<file path="src/rtl/monitor_pkg.sv">
// rtl/monitor_pkg.sv - shared mode constants and width helper for the pool monitor
package monitor_pkg;

  // Arithmetic mode selectors for the per-channel counters
  localparam int MODE_WRAP = 0;
  localparam int MODE_SAT  = 1;

  // Width of the running total: worst case NCH * (2^WIDTH - 1) never wraps
  function automatic int total_width(input int width, input int nch);
    return width + $clog2(nch) + 1;
  endfunction

endpackage

</file>
<file path="src/rtl/monitor_channel.sv">
// rtl/monitor_channel.sv - one device channel: up/down counter, overflow pulse, alarm, peak (MON_PEAK_EN)
module monitor_channel
  import monitor_pkg::*;
#(
  parameter int WIDTH    = 8,
  parameter int INIT     = 0,
  parameter int SAT      = MODE_WRAP,
  parameter int ALARM_TH = (1 << WIDTH) - 1
) (
  input  logic             clk,
  input  logic             rst,
  input  logic             clr,
  input  logic             change,
  input  logic             on_off,
  output logic [WIDTH-1:0] count,
  output logic             alarm,
  output logic             ovf_evt,
  output logic [WIDTH-1:0] peak
);

  localparam logic [WIDTH-1:0] CMAX      = '1;
  localparam logic [WIDTH-1:0] INIT_V    = WIDTH'(INIT);
  localparam logic [31:0]      TH        = 32'(ALARM_TH);
  localparam logic             ALARM_RST = (32'(INIT) >= TH);

  logic [WIDTH-1:0] count_q, count_d;
  logic             ovf_q, ovf_d;
  logic             alarm_q, alarm_d;

  // Next count: clear wins, then up/down with wrap or saturate at the ends
  always_comb begin
    count_d = count_q;
    ovf_d   = 1'b0;
    if (clr) begin
      count_d = INIT_V;
    end else if (change) begin
      if (on_off) begin
        if (count_q == CMAX) begin
          ovf_d   = 1'b1;
          count_d = (SAT == MODE_SAT) ? CMAX : '0;
        end else begin
          count_d = count_q + WIDTH'(1);
        end
      end else begin
        if (count_q == '0) begin
          ovf_d   = 1'b1;
          count_d = (SAT == MODE_SAT) ? '0 : CMAX;
        end else begin
          count_d = count_q - WIDTH'(1);
        end
      end
    end
    // alarm is derived from the next count so it moves on the same edge as count
    alarm_d = (32'(count_d) >= TH);
  end

  // Counter, overflow pulse and alarm registers
  always_ff @(posedge clk or negedge rst) begin
    if (!rst) begin
      count_q <= INIT_V;
      ovf_q   <= 1'b0;
      alarm_q <= ALARM_RST;
    end else begin
      count_q <= count_d;
      ovf_q   <= ovf_d;
      alarm_q <= alarm_d;
    end
  end

  assign count   = count_q;
  assign ovf_evt = ovf_q;
  assign alarm   = alarm_q;

`ifdef MON_PEAK_EN
  logic [WIDTH-1:0] peak_q, peak_d;

  // High-water mark since reset or clear, compared against the next count
  always_comb begin
    peak_d = peak_q;
    if (clr) begin
      peak_d = INIT_V;
    end else if (count_d > peak_q) begin
      peak_d = count_d;
    end
  end

  // Peak register
  always_ff @(posedge clk or negedge rst) begin
    if (!rst) begin
      peak_q <= INIT_V;
    end else begin
      peak_q <= peak_d;
    end
  end

  assign peak = peak_q;
`else
  assign peak = '0;
`endif

endmodule

</file>
<file path="src/rtl/iot_pool_monitor.sv">
// rtl/iot_pool_monitor.sv - NCH device channels plus registered total; peak tracking under MON_PEAK_EN
module iot_pool_monitor
  import monitor_pkg::*;
#(
  parameter int NCH      = 4,
  parameter int WIDTH    = 8,
  parameter int INIT     = 0,
  parameter int SAT      = MODE_WRAP,
  parameter int ALARM_TH = (1 << WIDTH) - 1
) (
  input  logic                                 clk,
  input  logic                                 rst,
  input  logic                                 clr,
  input  logic [NCH-1:0]                       change,
  input  logic [NCH-1:0]                       on_off,
  output logic [NCH*WIDTH-1:0]                 count_flat,
  output logic [total_width(WIDTH, NCH)-1:0]   total,
  output logic [NCH-1:0]                       alarm,
  output logic [NCH-1:0]                       ovf_evt,
  output logic [NCH*WIDTH-1:0]                 peak_flat
);

  localparam int TW = total_width(WIDTH, NCH);

  logic [NCH-1:0][WIDTH-1:0] count_w;
  logic [NCH-1:0][WIDTH-1:0] peak_w;
  logic [TW-1:0]             total_q, total_d;

  for (genvar i = 0; i < NCH; i++) begin : g_ch
    monitor_channel #(
      .WIDTH    (WIDTH),
      .INIT     (INIT),
      .SAT      (SAT),
      .ALARM_TH (ALARM_TH)
    ) u_ch (
      .clk     (clk),
      .rst     (rst),
      .clr     (clr),
      .change  (change[i]),
      .on_off  (on_off[i]),
      .count   (count_w[i]),
      .alarm   (alarm[i]),
      .ovf_evt (ovf_evt[i]),
      .peak    (peak_w[i])
    );
  end

  assign count_flat = count_w;
  assign peak_flat  = peak_w;

  // Sum of the registered channel counts; widened so it cannot wrap
  always_comb begin
    total_d = '0;
    for (int i = 0; i < NCH; i++) begin
      total_d = total_d + TW'(count_w[i]);
    end
  end

  // Total register: one cycle behind the counts
  always_ff @(posedge clk or negedge rst) begin
    if (!rst) begin
      total_q <= TW'(NCH * INIT);
    end else begin
      total_q <= total_d;
    end
  end

  assign total = total_q;

endmodule

</file>
<file path="config.mk">
export PLATFORM = sky130hd
export DESIGN_NAME = iot_pool_monitor
export DESIGN_NICKNAME = d
export VERILOG_FILES = /design/src/rtl/monitor_pkg.sv /design/src/rtl/monitor_channel.sv /design/src/rtl/iot_pool_monitor.sv
export SDC_FILE = /design/constraint.sdc
export NUM_CORES = 1
export LEC_CHECK = 0
export CAP_MARGIN = 20
export CORE_AREA = 2 2 85 128
export CTS_BUF_LIST = sky130_fd_sc_hd__clkbuf_4
export DETAILED_ROUTE_END_ITERATION = 7
export DIE_AREA = 0 0 87 130
export GPL_TIMING_DRIVEN = 0
export PLACE_DENSITY = 0.78
export SYNTH_ARGS = -nofsm -noshare
export SYNTH_HDL_FRONTEND = slang
export SYNTH_HIERARCHICAL = 1
export SYNTH_SLANG_ARGS = --single-unit
</file>
<file path="constraint.sdc">
create_clock -name clk -period 2.9 [get_ports clk]
set_input_delay 0.435 -clock clk [delete_from_list [all_inputs] [get_ports clk]]
set_output_delay 0.435 -clock clk [all_outputs]
set_load 0.005 [all_outputs]
</file>
==> results_dict.tcl <==
set metrics [dict create \
    drc 0 \
    dp_hpwl_mm 10.3 \
    clkTransAtPathRegs_ps 140 \
    viasPerCell 6.00 \
    synth_edf_count 0 \
    track_usage 0.247 \
    path_class "register to register" \
    design_area_sq_um 6150 \
    maxCapViolations 0 \
    fmax_mhz 354 \
    ctsRootBufferMaster "clkbuf_4" \
    synth_top_flop_cell "dfrtp_1" \
    cp_data_required_time_ps 3200 \
    synth-seq-cells 50 \
    mappedNetlistArea_sq_um 5010 \
    io_buffer_count 59 \
    start_util 0.486 \
    synth_seq_area_share 0.250 \
    synth.area.mux_share 0.00800 \
    ant_nets 0 \
    dieWidth_um 87 \
    hold_start "clr" \
    gp_congestion 0.918 \
    cp-end-kind "register" \
    post_drt_wl_per_cell_um 17.2 \
    area_growth_pct 22.7 \
    io_pins 94 \
    fin_crit_sh 0.974 \
    holdPathStages 2 \
    cts_tree "done" \
    syn_area_per_cell_sq_um 8.77 \
    r2r-start "g_ch[2].u_ch/count[6]$_DFF_PN0_" \
    core_area_sq_um 10300 \
    die_area_sq_um 11300 \
    r2r_end "total[8]$_DFF_PN0_" \
    max_stage_delay_ps 510 \
    cts_sinks 50 \
    fin_skew_ps 14.0 \
    post-place-ws_ps -226 \
    synth_adder_area_share 0.116 \
    fin_ws_ps 75.0 \
    drive_gt1_frac 0.201 \
    cts_inserted_buffers 5 \
    final_cells 806 \
    synth_top_family_by_area "simple AND/OR/NAND/NOR gates" \
    p_leak_uw 0.00258 \
    grt_pass1_vias 4555 \
    slew_viol_final 0 \
    cp_cell_sequence "inv_1 -> fa_1 -> fa_1 -> inv_1 -> ha_2 -> a21oi_2 -> nand2_1 -> a221o_1 -> a211o_1" \
    crit_fanout 5 \
    grt_pass1_wl_mm 22.3 \
    gr-total-overflow 0 \
    die_h_um 130 \
    drtIter0Drc 276 \
    clk_path_buf_depth 2 \
    period_needed_ps 2820 \
    fin_tns_setup_ps 0 \
    hold_viol 0 \
    crit_family "adder cells" \
    setup-violations-final 0 \
    ir_worst_vdd_v 0.000164 \
    power.density_nw_per_um2 424 \
    antenna_found_initial 1 \
    hp-class "input port to register" \
    crit_path_top_delay_cell "fa_1" \
    critPathBufInv 2 \
    rows 46 \
    ys_types 56 \
    syn_inst 571 \
    async_reset_ff_frac 1.00 \
    grt_max_degree 34 \
    synth_compound_area_frac 0.214 \
    place_area_sq_um 5870 \
    clk_latency_ps 400 \
    arrival_ps 3120 \
    dpl.cell_count 779 \
    synth_xor_xnor_area_share 0.0157 \
    slew_headroom 0.651 \
    layout_common_cells "58 x inv_1, 58 x buf_4, 58 x clkdlybuf4s50_1" \
    r2r_slack_ps 80 \
    status "finished, final reports clean" \
    yosysWarnings 6 \
    nets 732 \
    vias 4835 \
    cp-start-kind "register" \
    yosys.area_share.simple 0.254 \
    cts_max_level 2 \
    min_to "g_ch[2].u_ch/count[7]$_DFF_PN0_" \
    worst_slew_pin_slew_ps 522 \
    r2r_cells 9 \
    dr.pass1.iters 5 \
    wirelength_mm 13.9 \
]
layer usage:
metal | vias to the layer above | wire length [um] | part of all wire | GRT usage
li1 | 2224 | - | - | -
met1 | 2303 | 5240 | 0.38 | 0.289
met2 | 255 | 7260 | 0.52 | 0.446
met3 | 53 | 801 | 0.058 | 0.0240
met4 | 0 | 548 | 0.040 | 0.118
met5 | - | 0 | 0 | 0
cells in the mapped netlist (5+ instances only):
master     n  area share
xor2_1     5      0.0087
and4_1     8       0.014
nand2b_1   8       0.010
clkbuf_1  16       0.012
nor3_1    10       0.010
a21oi_2    5      0.0087
nor3b_1    8       0.012
a32oi_1    8       0.014
a21oi_1   36       0.036
and3_1    12       0.015
nor2_1    41       0.031
a211o_1    5      0.0087
nand4_1   16       0.020
buf_6      8       0.018
buf_4     41       0.061
fa_1      16       0.064
nand3_1    9      0.0090
ha_1      21       0.052
o211ai_1   8       0.012
conb_1     5      0.0037
nor2b_1   17       0.021
dfrtp_1   50        0.25
o21ai_0   22       0.022
a311o_1    8       0.016
inv_1     58       0.043
a311oi_1   8       0.014
a211oi_1   9       0.013
nand2_1   19       0.014
kinds of logic after synthesis:
family | after synthesis
buffers and inverters | 127
xor gates and xnor gates | 9
AOI/OAI and AO/OA | 145
adders and majority gates | 37
and+or+nand+nor | 194
other | 5
muxes | 4
DFF | 50
where the power goes:
group          total (uW)  switching [uW]  internal [uW]
clock network         431             239            191
logic                1300             668            627
registers             879            84.1            795
flip-flops by register name (all words and copies together) (netlist names):
| name | flops |
|---|---|
| g_ch.u_ch/count | 32 |
| g_ch.u_ch/alarm | 4 |
| g_ch.u_ch/ovf_evt | 4 |
| total | 10 |
worst max-delay path by stage:
stage | start | endpoint | cells after the start
floorplan | g_ch[0].u_ch/count[2]$_DFF_PN0_ | total[9]$_DFF_PN0_ | 9
global placement | g_ch[0].u_ch/count[2]$_DFF_PN0_ | total[9]$_DFF_PN0_ | 9
detailed placement | g_ch[0].u_ch/count[2]$_DFF_PN0_ | total[9]$_DFF_PN0_ | 9
CTS | g_ch[0].u_ch/count[1]$_DFF_PN0_ | total[9]$_DFF_PN0_ | 10
global route | g_ch[0].u_ch/count[1]$_DFF_PN0_ | total[7]$_DFF_PN0_ | 10
finish | g_ch[2].u_ch/count[6]$_DFF_PN0_ | total[8]$_DFF_PN0_ | 9
worst register-to-register path, delay by kind of cell (launching register included):
kind	cells	cell delay [ps]
compound gates	3	730
fa+ha+maj	3	1280
buf+inv	2	130
flops	1	440
simple gates	1	130
timing repair:
item / in CTS / in global routing
hold endpoints to repair: 17 / 0
endpoints found under the setup margin: 5 / 4
buffers inserted: 6 / 11
hold buffers: 1 / 0
resized for setup: 9 / 17
pin swaps: 0 / 1
cell type report:
cell class	count	area, sq um
diodes	1	2.50
plain buffers	69	473
clock buffers	6	45.0
clock inverters	2	37.5
fillers	920	4160
inverters	58	218
multi-input cells	422	3210
flip-flops and latches	50	1270
well taps	120	150
repair buffers	78	743
per-stage QoR:
stage | power, uW | util | hold slack (ps)
final | 2610 | 0.597 | 426
after global routing | 2780 | 0.597 | 431
after CTS | 2560 | 0.584 | 429
after detailed placement | 2110 | 0.570 | 382
after global placement | 2090 | 0.568 | 753
after floorplan | 1670 | - | 139
No activity file was read; power rests on OpenSTA's default activity.
